### src/rtl/crossbar_pkg.sv
// Shared types for the 2-master crossbar: master IDs, one-hot grants and
// the grant-to-ID decode used by the response router.
package crossbar_pkg;

  localparam int MST_NUM = 2;

  typedef logic [0:0]         mst_id_t;
  typedef logic [MST_NUM-1:0] grnt_t;

  typedef struct packed {
    logic    vld;
    mst_id_t id;
  } id_dec_t;

  // Only 01 and 10 are legal grants; 00 and 11 decode as invalid.
  function automatic id_dec_t onehot2id(input grnt_t g);
    id_dec_t r;
    r.vld = (g == 2'b01) || (g == 2'b10);
    r.id  = mst_id_t'(g[1]);
    return r;
  endfunction

endpackage

### src/rtl/resp_id_fifo.sv
// Synchronous FIFO of master IDs recording the owner of every outstanding
// request, in acceptance order.
module resp_id_fifo
  import crossbar_pkg::*;
#(
  parameter int DEPTH = 4,
  localparam int AW = $clog2(DEPTH)
) (
  input  logic          clk,
  input  logic          resetn,
  input  logic          push_i,
  input  mst_id_t       id_i,
  input  logic          pop_i,
  output mst_id_t       head_o,
  output logic          full_o,
  output logic          empty_o,
  output logic [AW:0]   count_o
);

  mst_id_t       mem_q [DEPTH];
  logic [AW-1:0] wptr_q, rptr_q;
  logic [AW:0]   count_q, count_d;
  logic          do_push, do_pop;

  assign full_o  = (count_q == (AW+1)'(DEPTH));
  assign empty_o = (count_q == '0);
  assign do_push = push_i && !full_o;
  assign do_pop  = pop_i && !empty_o;
  assign head_o  = mem_q[rptr_q];
  assign count_o = count_q;

  always_comb begin
    count_d = count_q;
    case ({do_push, do_pop})
      2'b10:   count_d = count_q + (AW+1)'(1);
      2'b01:   count_d = count_q - (AW+1)'(1);
      default: count_d = count_q;
    endcase
  end

  always_ff @(posedge clk or negedge resetn) begin
    if (!resetn) begin
      wptr_q  <= '0;
      rptr_q  <= '0;
      count_q <= '0;
    end else begin
      if (do_push) wptr_q <= wptr_q + AW'(1);
      if (do_pop)  rptr_q <= rptr_q + AW'(1);
      count_q <= count_d;
    end
  end

  // Storage is qualified by count, so it needs no reset.
  always_ff @(posedge clk) begin
    if (do_push) mem_q[wptr_q] <= id_i;
  end

endmodule

### src/rtl/resp_router.sv
// Return path for one slave port: steers each slave response to the master
// that issued the matching request, in order, and flags protocol errors.
module resp_router
  import crossbar_pkg::*;
#(
  parameter int DATA_W = 32,
  parameter int DEPTH  = 4
) (
  input  logic                        clk,
  input  logic                        resetn,
  input  logic                        cmd_fire,
  input  logic [1:0]                  cmd_grnt,
  output logic                        cmd_ready,
  input  logic                        s_resp_valid,
  input  logic [DATA_W-1:0]           s_resp_data,
  output logic                        s_resp_ready,
  output logic [1:0]                  m_resp_valid,
  output logic [2*DATA_W-1:0]         m_resp_data,
  input  logic [1:0]                  m_resp_ready,
  output logic [$clog2(DEPTH):0]      outstanding,
  output logic                        err_bad_grnt,
  output logic                        err_unexp
);

  id_dec_t dec;
  mst_id_t head;
  logic    full, empty, push, pop;
  logic    err_bad_q, err_bad_d, err_unexp_q, err_unexp_d;

  assign dec       = onehot2id(grnt_t'(cmd_grnt));
  assign push      = cmd_fire && dec.vld;
  assign cmd_ready = !full;
  assign pop       = s_resp_valid && s_resp_ready && !empty;

  resp_id_fifo #(.DEPTH(DEPTH)) u_fifo (
    .clk     (clk),
    .resetn  (resetn),
    .push_i  (push),
    .id_i    (dec.id),
    .pop_i   (pop),
    .head_o  (head),
    .full_o  (full),
    .empty_o (empty),
    .count_o (outstanding)
  );

  // With nothing outstanding, responses are swallowed so the slave never stalls.
  always_comb begin
    m_resp_valid = 2'b00;
    s_resp_ready = 1'b1;
    if (!empty) begin
      m_resp_valid[head] = s_resp_valid;
      s_resp_ready       = m_resp_ready[head];
    end
  end

  assign m_resp_data = {2{s_resp_data}};

  assign err_bad_d   = err_bad_q   || (cmd_fire && !dec.vld);
  assign err_unexp_d = err_unexp_q || (s_resp_valid && empty);

  always_ff @(posedge clk or negedge resetn) begin
    if (!resetn) begin
      err_bad_q   <= 1'b0;
      err_unexp_q <= 1'b0;
    end else begin
      err_bad_q   <= err_bad_d;
      err_unexp_q <= err_unexp_d;
    end
  end

  assign err_bad_grnt = err_bad_q;
  assign err_unexp    = err_unexp_q;

endmodule

### config.mk
export PLATFORM = sky130hd
export DESIGN_NAME = resp_router
export DESIGN_NICKNAME = d
export VERILOG_FILES = /design/src/rtl/crossbar_pkg.sv /design/src/rtl/resp_id_fifo.sv /design/src/rtl/resp_router.sv
export SDC_FILE = /design/constraint.sdc
export NUM_CORES = 1
export LEC_CHECK = 0
export ABC_AREA = 0
export BUFFER_PORTS_ARGS = -buffer_cell sky130_fd_sc_hd__buf_2
export CAP_MARGIN = 10
export CORE_MARGIN = 1
export CORE_UTILIZATION = 37
export DETAILED_ROUTE_END_ITERATION = 7
export HOLD_SLACK_MARGIN = 0.02
export PLACE_DENSITY_LB_ADDON = 0.1
export SYNTH_ARGS = -nofsm -noshare
export SYNTH_HDL_FRONTEND = slang
export SYNTH_SLANG_ARGS = --single-unit
### constraint.sdc
create_clock -name clk -period 2.6 [get_ports clk]
set_input_delay 0.13 -clock clk [delete_from_list [all_inputs] [get_ports clk]]
set_output_delay 0.13 -clock clk [all_outputs]
set_load 0.1 [all_outputs]
==> results of run 1 <==
[cells in the final DEF, fill, tap and decap left out]
cell	count
and2_1	4
and3_1	1
buf_2	16
clkbuf_1	1
clkbuf_4	3
dfrtp_1	6
dfrtp_4	3
dlygate4sd3_1	1
edfxtp_1	4
fa_1	1
ha_1	5
inv_1	7
inv_2	1
mux2_1	1
mux2i_1	6
nand2_1	2
nand2_2	1
nand3_4	1
nor2_1	3
nor2b_1	1
nor3b_2	1
o21ai_0	2
o21bai_1	2
o31ai_1	1
or3_1	1
xnor2_1	2
xor2_1	4
[routing by layer]
metal,up-vias,wire length [µm],track usage (%)
met2,29,691,13.8
met4,0,79,7.82
met3,22,181,5.71
li1,238,-,-
met1,240,620,9.94
met5,-,0,0
[final cells by class]
type                    instances  area share (%)
well taps                      44            6.15
clock buffers                   4            2.93
repair buffers                 17            10.1
flip-flops and latches         13            39.8
multi-input cells              39            37.7
inverters                       8            3.35
[final timing paths]
kind,slack [ns],startpoint,endpoint
min in group asynchronous,0.24,resetn,err_unexp
setup reg to reg,0.38,u_fifo.rptr_q[1],u_fifo.count_o[2]
hold / removal,0.1,cmd_fire,err_bad_grnt
hold reg to reg,0.48,err_bad_grnt,err_bad_grnt
setup / recovery,0.38,u_fifo.rptr_q[1],u_fifo.count_o[2]
max in group asynchronous,2.14,resetn,u_fifo.count_o[0]
[registers in the layout (all words and copies together), names as in the netlist]
| name | count |
|---|---|
| err_bad_grnt | 1 |
| err_unexp | 1 |
| u_fifo.count_o | 3 |
| u_fifo.mem_q | 4 |
| u_fifo.rptr_q | 2 |
| u_fifo.wptr_q | 2 |
[power groups by stage]
| stage | clock (µW) | combinational (µW) | sequential (µW) |
|---|---|---|---|
| 4_1_cts | 134 | 739 | 363 |
| 3_5_place_dp | 0 | 736 | 367 |
| 2_1_floorplan | 0 | 911 | 541 |
| 6_report | 124 | 729 | 362 |
| 3_3_place_gp | 0 | 736 | 365 |
| 5_1_grt | 144 | 788 | 369 |
[repair_timing]
item / 4_1_cts / 5_1_grt
setup endpoints to repair: 0 / 0
hold endpoints to repair: 9 / 0
hold buffers: 1 / 0
[logic make-up after synthesis]
| kind of cell | Yosys count | synth area share, % |
|---|---|---|
| AOI/OAI and AO/OA | 5 | 2.74 |
| xor gates and xnor gates | 6 | 4.43 |
| adders and majority gates | 6 | 6.96 |
| buffers and inverters | 73 | 43.5 |
| DFF | 13 | 29.1 |
| muxes | 7 | 6.01 |
| and+or+nand+nor | 15 | 7.28 |
[critical path, stage by stage, from the launching register on]
cell and delay, ns:
dfrtp_1 0.42, mux2i_1 0.28, mux2i_1 0.16, mux2i_1 0.16, nor2_1 0.11, ha_1 0.19, inv_1 0.06, fa_1 0.37
xor2_1 0.15, nor2_1 0.11, xor2_1 0.15
[per-stage QoR]
| stage | hold slack [ns] | power (µW) |
|---|---|---|
| CTS | 0.0891 | 1240 |
| floorplan | -0.166 | 1450 |
| finish | 0.0996 | 1220 |
| global placement | 0.00863 | 1100 |
| detailed placement | 0.0104 | 1100 |
| global route | 0.0852 | 1300 |
==> run summary, run 1 <==
The run finished with clean final reports. The logs give 13 for the sink count of the clock tree and 474 µV for the maximum VDD drop. The initial utilization of the core area, before any placement, comes to 38.9%. The share of the core filled with cells in the final layout is 29.3%, and the wire length per cell is 12.6 µm.

Setup repair after global routing left no endpoint under its margin. The critical path is of the register to register type. The worst hold path depth came out at 3. The run gives 0 as the max-slew violation count. In this run, distinct cell masters in the synthesized netlist total 23. After routing the design area is 896 µm². For the final routed database, the setup TNS stands at 0 ns. The root buffer cell chosen for the clock tree is clkbuf_4. The detailed router's first-iteration violation count was 10; the number of flip-flops and latches in the synthesized netlist was 13. The die is 58.6 µm tall. The congestion estimate from routability-driven global placement came to 0.661.

Summing every instance area after synthesis gives 1190 µm². For the area used by multi-input combinational logic, the log shows 338 µm². The tools report the part of the power in combinational logic as 60.0%. In this run the static leakage power is 0.000404 µW. The critical path data arrival time is 2.41 ns, and the number of flops mapped to enable cells by yosys is 4.

The level count of the clock H-tree was 1. The tools report the clock network fraction of design power as 10.2%. The worst-case clock buffer depth came out at 2.

The path depth of the worst reg2reg path works out to 10. For the sum of routed wire length over all layers, the log shows 1570 µm. Clock transition at the registers of the reported paths: 0.08 ns. Summing all flip-flop and latch instances after layout gives 357 µm².

Of the total power, the share spent switching nets is 56.5%. The remaining max-slew budget at the tightest pin is 67.9%, and the number of post-CTS setup repair buffers is 0. Cell internal power was estimated by the tool at 528 µW.

STA classifies the critical path endpoint as a register. For the top achievable clock speed, the log shows 451 MHz. TritonCTS built the clock tree. Among all flip-flop cells after synthesis, the most frequent one is dfrtp_1. The tools report the clock skew as 0.000807 ns. The post-placement cell count was 120; the number of nets in the layout was 128.

The count of pins on the block boundary is 113. The post-detailed-placement cell area is 860 µm². OpenSTA, run right after detailed placement, puts the worst setup slack at 0.349 ns. For this design the ratio of total power to cell area is 1360 nW/µm². For this design the total switching power over the nets is 687 µW. The final setup slack of the worst path is 0.383 ns, and the number of buffers added on ports is 16.

The top cell type by area accounts for 40.5% of the synthesized area. The logs give 0 for the antenna diode instance count and 4 for the detailed-router iteration count before antenna repair. Ranked by total cell area, the synthesized netlist is headed by buf_4 (41%), dfrtp_1 (19%), edfxtp_1 (10%), ha_1 (5.3%), mux2i_1 (5.1%).

The largest total area in the synthesized netlist belongs to buf_4. The area growth from synthesis to layout is -24.5%. The final number of setup-violating endpoints is 0. The instance count of the mapped netlist is 125. Synthesized net count: 171.

Sequential cells account for 29.7% of the total power. The number of antenna violations at the first check in global routing was 0; the total congestion overflow after global routing was 0. The logs give 3440 µm² for the die area and 3050 µm² for the core outline area.

The worst path uses 85.3% of the clock period. The tools report the non-filler instance count after layout as 125. The path class of the tightest hold or removal check is primary input to register. The worst path in the final design needs a cycle of 2.22 ns, including I/O delays and setup. The placed wire-length estimate is 1270 µm. For this run, the register share of the synthesized area comes to 29.1%. After synthesis, the share of flip-flops with an asynchronous set or reset is 69.2%. Averaged over all synthesized cells, the footprint is 9.49 µm².

The total global-route track usage was 9.56%; the final hold violation count was 0. The logs give 0 for the final routed DRC violation total and 487 for the number of global-route vias before repair. The routed layout has 529 vias. The remaining number of nets flagged by the antenna check after routing was 0; the horizontal die dimension was 58.6 µm.

For this run, the number of Yosys warnings is 0. Fill cells in the final layout number 336. The first global-routing pass estimated 2320 µm of wire. The run gives 3 as the CTS buffer count. By count the netlist is led by buf_4 (64), dfrtp_1 (9), inv_1 (8), mux2i_1 (6), ha_1 (5).

The latest clock arrival within the worst-skew pair is 0.27 ns, and the worst-path maximum fanout is 3. For the pin with the worst max-slew slack, the measured transition is 0.486 ns. The floorplan has 20 rows. In the routed layout, each cell is associated on average with a via count of 4.23. The tool flagged a number of max-cap violations equal to 0. Sort of element at the start of the critical path: a register.

The post-CTS resize count is 0, and the largest net degree at the start of global routing is 10. Library cell with the highest instance count after synthesis: buf_4. In the final layout, the share of cells above drive strength 1 is 32.1%. The endpoint required time on the critical path is 2.80 ns.
(Power assumes the default switching activity.)
==> run 2: changes to the inputs <==
--- a/config.mk
+++ b/config.mk
@@ -9,3 +9,2 @@
 export BUFFER_PORTS_ARGS = -buffer_cell sky130_fd_sc_hd__buf_2
-export CAP_MARGIN = 10
 export CORE_MARGIN = 1
--- a/constraint.sdc
+++ b/constraint.sdc
@@ -3,2 +3,2 @@
 set_output_delay 0.13 -clock clk [all_outputs]
-set_load 0.1 [all_outputs]
+set_load 0.005 [all_outputs]
==> run summary, run 2 (same netlist as run 1, synthesis figures left out) <==
The flow ran to the end, and the final reports show no timing, DRC or antenna violations. The family of cells with the greatest summed delay on the critical path was multiplexers. For the final routed DRC violation total, the log shows 0 (unchanged). Total congestion overflow after global routing: 0 (unchanged).

Setup repair after global routing left no endpoint under its margin. The run gives 0 (unchanged) as the number of max-capacitance violations reported. The final hold violation count is 0 (unchanged).

The initial cell density of the core was 38.9% (unchanged). In this run the critical register-to-register path is captured at u_fifo.count_o[2]. Remaining number of nets flagged by the antenna check after routing: 0 (unchanged).

The run gives 1 (unchanged) as the level count of the clock H-tree. The core outline area is 3050 µm² (unchanged), and the wire length per cell is 12.5 µm (-0.57%). Ratio of final minimum period to clock period: 84.5% (-0.74 points).

The number of flip-flops in the largest register is 4 (unchanged). For the leakage power figure, the log shows 0.000409 µW (+1.2%). The clock transition at the registers of the reported paths came out at 0.09 ns (about the same).

The run gives 455 MHz (+0.87%) as the top achievable clock speed. The endpoint required time on the critical path came out at 2.81 ns (about the same). The type of the worst setup path is register to register. Sink count of the clock tree: 13 (unchanged). By instance count, the cell type seen most on the critical path is mux2i_1. The measured slew at the worst slew-check pin is 0.258 ns (-0.227 ns), and the growth of design area from synthesis to finish is -26.4%.

In the layout the commonest cells are buf_2 (16), dfrtp_1 (9), inv_1 (8), mux2i_1 (6), ha_1 (5). The tools report the max-slew violation count as 0 (unchanged). Number of antenna violations at the first check in global routing: 0 (unchanged). The cell at the root of the clock tree was clkbuf_4. The antenna diode instance count was 0 (unchanged).

The capturing element type of the critical path was a register. The count of pins on the block boundary came out at 113 (unchanged). The routed via count divided by cell count was 4.17 (-1.5%); the final number of setup-violating endpoints was 0 (unchanged). u_fifo.mem_q holds more flip-flops than any other register.

The remaining max-slew budget at the tightest pin came out at 82.3% (+14 points). The clock skew is 0.00267 ns (+0.00186 ns), and the accumulated negative setup slack is 0 ns (unchanged). The critical path data arrival time was 2.41 ns (about the same). The tools report the sum of routed wire length over all layers as 1560 µm (-0.57%). In this run the worst hold path is classified as primary input to register. Total power per unit cell area: 916 nW/µm² (-33%).

The path depth of the worst reg2reg path is 10 (unchanged). Worst hold path depth: 1 (-2). The post-CTS resize count was 0 (unchanged). The startpoint identified for the worst register-to-register timing path is u_fifo.rptr_q[1]. The largest net degree at the start of global routing is 10 (unchanged).

The leading cell type in the layout, fill and taps excluded is buf_2. The CTS buffer count is 3 (unchanged), and the number of rows in the core area is 20 (unchanged). The latest clock arrival within the worst-skew pair was 0.28 ns (about the same); the critical path buffer and inverter count was 1 (unchanged).

The worst-path maximum fanout is 3 (unchanged), and the highest cell delay on the worst timing path is 0.42 ns (about the same). The vertical die dimension was 58.6 µm (unchanged). The signal on the critical path passes through mux2i_1 > mux2i_1 > mux2i_1 > nor2_1 > ha_1 > inv_1 > fa_1 > xor2_1 > nor2_1 > xor2_1. The start point of the worst min-delay path is cmd_grnt[1].

The register-to-register path setup slack is 0.40 ns (+0.02 ns), and the wire length of the first global-routing pass is 2480 µm (+6.9%). The fraction of final layout cells sized beyond drive strength 1 is 27.2% (-4.9 points), and the worst-case clock buffer depth is 2 (unchanged). The tools report the share of the core filled with cells in the final layout as 28.6% (-0.74 points). The filler cell count in the final layout was 353 (+5.1%). The sort of element at the start of the critical path was a register. The worst hold path terminates at u_fifo.mem_q[3]. TritonCTS built the clock tree. The run gives 3440 µm² (unchanged) as the die area. The post-route minimum period came out at 2.20 ns (-0.0192 ns). The detailed router's first-iteration violation count was 14 (+4); the number of post-CTS setup repair buffers was 0 (unchanged). The placed wire-length estimate is 1290 µm (+1.3%).

The number of buffers added on ports is 16 (unchanged), and the number of global-route vias before repair is 508 (+4.3%). Total global-route track usage: 9.90% (+0.35 points). The cell with the biggest individual delay on the critical path is dfrtp_1. The logs give 128 (unchanged) for the number of nets in the layout and 2 (-2) for the detailed-router iteration count before antenna repair. The horizontal die dimension is 58.6 µm (unchanged), and the final estimated routing congestion in global placement is 0.664 (+0.42%). The logs give 521 (-1.5%) for the total number of vias and 338 µV (-29%) for the maximum VDD drop.
[run 2: repair_timing]
item,4_1_cts,5_1_grt
hold buffers,1,0
setup endpoints to repair,0,0
hold endpoints to repair,9,0
[run 2: final cells by class]
| cell class | instances | area (µm²) | area share, % |
|---|---|---|---|
| Sequential cell | 13 | 345 | 39.5 |
| Tap cell | 44 | 55.1 | 6.30 |
| Clock buffer | 3 | 22.5 | 2.58 |
| Timing Repair Buffer | 17 | 90.1 | 10.3 |
| Multi-Input combinational cell | 39 | 325 | 37.2 |
| Inverter | 8 | 30.0 | 3.44 |
| Clock inverter | 1 | 5.00 | 0.573 |
[run 2: report_power, final]
part           switching, µW  leakage, µW  internal [µW]  total, µW
Combinational            167     0.000255            168        335
Clock                   70.2    0.0000177           57.0        127
Sequential              59.3     0.000137            278        337
Total                    297     0.000409            503        800
[run 2: worst max path at each step]
| stage | start | endpoint | slack, ns | cells past startpoint |
|---|---|---|---|---|
| after floorplan | u_fifo.rptr_q[1] | u_fifo.count_o[2] | 0.52 | 10 |
| after global placement | u_fifo.rptr_q[1] | u_fifo.count_o[2] | 0.41 | 10 |
| after detailed placement | u_fifo.rptr_q[1] | u_fifo.count_o[2] | 0.37 | 10 |
| after CTS | u_fifo.rptr_q[1] | u_fifo.count_o[2] | 0.37 | 10 |
| after global routing | u_fifo.rptr_q[1] | u_fifo.count_o[2] | 0.24 | 10 |
| final | u_fifo.rptr_q[1] | u_fifo.count_o[2] | 0.40 | 10 |
[run 2: per-layer routing]
metal	routed length (µm)	up-vias	GRT usage, %
met1	654	233	11.4
met2	649	33	13.8
met5	0	-	0
met4	46	0	6.12
li1	-	240	-
met3	212	15	6.15
[run 2: stage by stage]
| stage | setup WS, ns | hold slack [ns] | total power, µW | instance area (µm²) | std cells |
|---|---|---|---|---|---|
| floorplan | 0.524 | -0.166 | 652 | 1190 | 125 |
| global placement | 0.408 | 0.00286 | 687 | 836 | 120 |
| detailed placement | 0.375 | 0.00279 | 687 | 836 | 120 |
| CTS | 0.369 | 0.0868 | 822 | 873 | 125 |
| global route | 0.238 | 0.0888 | 887 | 873 | 125 |
| finish | 0.402 | 0.0967 | 800 | 873 | 125 |
==> run 3: changes to the inputs <==
- clock period: 2.6 -> 2.2 ns (I/O delays scaled with it)
==> run summary, run 3 (same netlist as run 1, synthesis figures left out) <==
The run finished with clean final reports. The run gives 2 (unchanged) as the detailed-router iteration count before antenna repair. The total congestion overflow after global routing was 0 (unchanged); the number of antenna violations at the first check in global routing was 0 (unchanged). The post-route minimum period was 2.13 ns (-0.0648 ns); the post-placement cell count was 124 (+3.3%).

For the die area, the log shows 3440 µm² (unchanged). Total power per unit cell area: 1090 nW/µm² (+19%). Critical path data arrival time: 2.34 ns (-0.07 ns).

STA classifies the critical path startpoint as a register. The signal on the critical path passes through mux2i_1 > mux2i_1 > mux2i_1 > nor2_1 > ha_2 > inv_2 > fa_2 > xor2_1 > nor2_1 > xor2_1. The cell with the biggest individual delay on the critical path is dfrtp_1. For the initial cell density of the core, the log shows 38.9% (unchanged).

The logs give 2530 µm (+1.9%) for the wire length of the first global-routing pass and 0 (unchanged) for the final number of setup-violating endpoints. The worst-path maximum fanout works out to 3 (unchanged). The leading cell type in the layout, fill and taps excluded was buf_2.

TritonCTS built the clock tree. The final routed DRC violation total was 0 (unchanged). More flip-flops sit in one register than any other, and that register is u_fifo.mem_q. The post-detailed-placement cell area was 866 µm² (+3.6%). The sum of routed wire length over all layers is 1630 µm (+4.1%). The finished layout cell area came out at 907 µm² (+3.9%). For the antenna diode instance count, the log shows 0 (unchanged). Total number of vias: 549 (+5.4%).

In the layout the commonest cells are buf_2 (16), dfrtp_1 (9), inv_1 (7), mux2i_1 (6). The count of pins on the block boundary was 113 (unchanged). Number of buffers added on ports: 16 (unchanged). The latest clock arrival within the worst-skew pair is 0.28 ns (about the same), and the ratio of final minimum period to clock period is 96.9% (+12 points). The type of the worst min-delay path was primary input to register. In this run the clock root is driven by a clkbuf_4.

Top achievable clock speed: 469 MHz (+3.0%). The critical path is of the register to register type. In this design, the critical path's most frequently occurring cell is mux2i_1.

The placed wire-length estimate is 1310 µm (+1.3%). The clock skew is 0.00743 ns (+0.00477 ns), and the core outline area is 3050 µm² (unchanged). Clock transition at the registers of the reported paths: 0.08 ns (about the same).

The tools report the remaining max-slew budget at the tightest pin as 84.6% (+2.4 points). The fraction of final layout cells sized beyond drive strength 1 is 32.9% (+5.8 points), and the max-slew violation count is 0 (unchanged). The leakage power figure was 0.000425 µW (+3.8%); the sink count of the clock tree was 13 (unchanged). The largest net degree at the start of global routing was 10 (unchanged).

The number of post-CTS setup repair buffers is 0 (unchanged), and the non-filler instance count after layout is 129 (+3.2%). The endpoint required time on the critical path came out at 2.41 ns (-0.40 ns). The horizontal die dimension was 58.6 µm (unchanged); the worst-case clock buffer depth was 2 (unchanged). For the final estimated routing congestion in global placement, the log shows 0.755 (+14%). The wire length per cell is 12.6 µm (+0.87%), and the vertical die dimension is 58.6 µm (unchanged). The level count of the clock H-tree is 1 (unchanged). The routed via count divided by cell count came out at 4.26 (+2.1%). For the number of max-capacitance violations reported, the log shows 0 (unchanged).

The remaining number of nets flagged by the antenna check after routing was 0 (unchanged). The area growth from synthesis to layout is -23.5%. The kind of cell with the highest combined delay along the critical path is multiplexers. The highest cell delay on the worst timing path is 0.41 ns (about the same). Capturing element type of the critical path: a register. For the number of rows in the core area, the log shows 20 (unchanged).

The number of flip-flops in the largest register is 4 (unchanged), and the total global-route track usage is 10.1% (+0.21 points). The measured slew at the worst slew-check pin was 0.224 ns (-0.0344 ns). The number of global-route vias before repair was 559 (+10%); the number of nets in the layout was 132 (+3.1%).

Setup repair after global routing could not meet its margin everywhere. The CTS buffer count is 3 (unchanged), and the detailed router's first-iteration violation count is 6 (-8). The maximum VDD drop is 378 µV (+12%), and the critical path buffer and inverter count is 1 (unchanged). The final hold violation count came out at 0 (unchanged).
[run 3: worst paths after layout]
path,startpoint,to,slack [ns],cells past startpoint
min in group asynchronous,resetn,u_fifo.count_o[0],0.22,2
max,u_fifo.rptr_q[1],u_fifo.count_o[2],0.07,10
max reg2reg,u_fifo.rptr_q[1],u_fifo.count_o[2],0.07,10
min,cmd_fire,err_bad_grnt,0.08,3
max in group asynchronous,resetn,u_fifo.rptr_q[1],1.77,2
min reg2reg,err_bad_grnt,err_bad_grnt,0.49,1
[run 3: stage by stage]
step	hold WS, ns	power, µW	TNS (ns)	setup slack [ns]	util (%)
2_1_floorplan	-0.186	770	0	0.124	-
3_3_place_gp	-0.00419	849	0	0.0645	28.4
3_5_place_dp	-0.00653	848	0	0.0211	28.4
4_1_cts	0.0718	1010	0	0.0117	29.5
5_1_grt	0.0892	1080	-0.142	-0.114	29.7
6_report	0.0768	990	0	0.0671	29.7
[run 3: area by class of cell]
class / instances / area (µm²)
inverter: 8 / 30.0
clock buffer: 4 / 26.3
fill: 349 / 2150
tap: 44 / 55.1
multi-input combinational: 39 / 330
sequential: 13 / 345
timing repair buffer: 21 / 120
[run 3: per-layer routing]
metal / part of all wire (%) / up-vias / global-route usage [%]
met1: 38 / 255 / 10.3
met4: 2.8 / 0 / 7.14
met3: 12 / 15 / 5.49
met5: 0 / - / 0
li1: - / 247 / -
met2: 47 / 32 / 15.8
[run 3: power by group]
group	internal (µW)	total (µW)	switching, µW
Combinational	234	440	207
Clock	70.2	148	78.1
Sequential	329	402	73.3
Total	632	990	358
[run 3: repair_timing]
action	4_1_cts	5_1_grt
hold endpoints to repair	9	0
endpoints found under the setup margin	0	2
resized for setup	0	3
hold buffers	1	0
[run 3: worst register-to-register path, cell delays in order, from the launching register on]
cell,delay [ns]
dfrtp_1,0.41
mux2i_1,0.25
mux2i_1,0.13
mux2i_1,0.15
nor2_1,0.14
ha_2,0.21
inv_2,0.04
fa_2,0.32
xor2_1,0.15
nor2_1,0.13
xor2_1,0.14
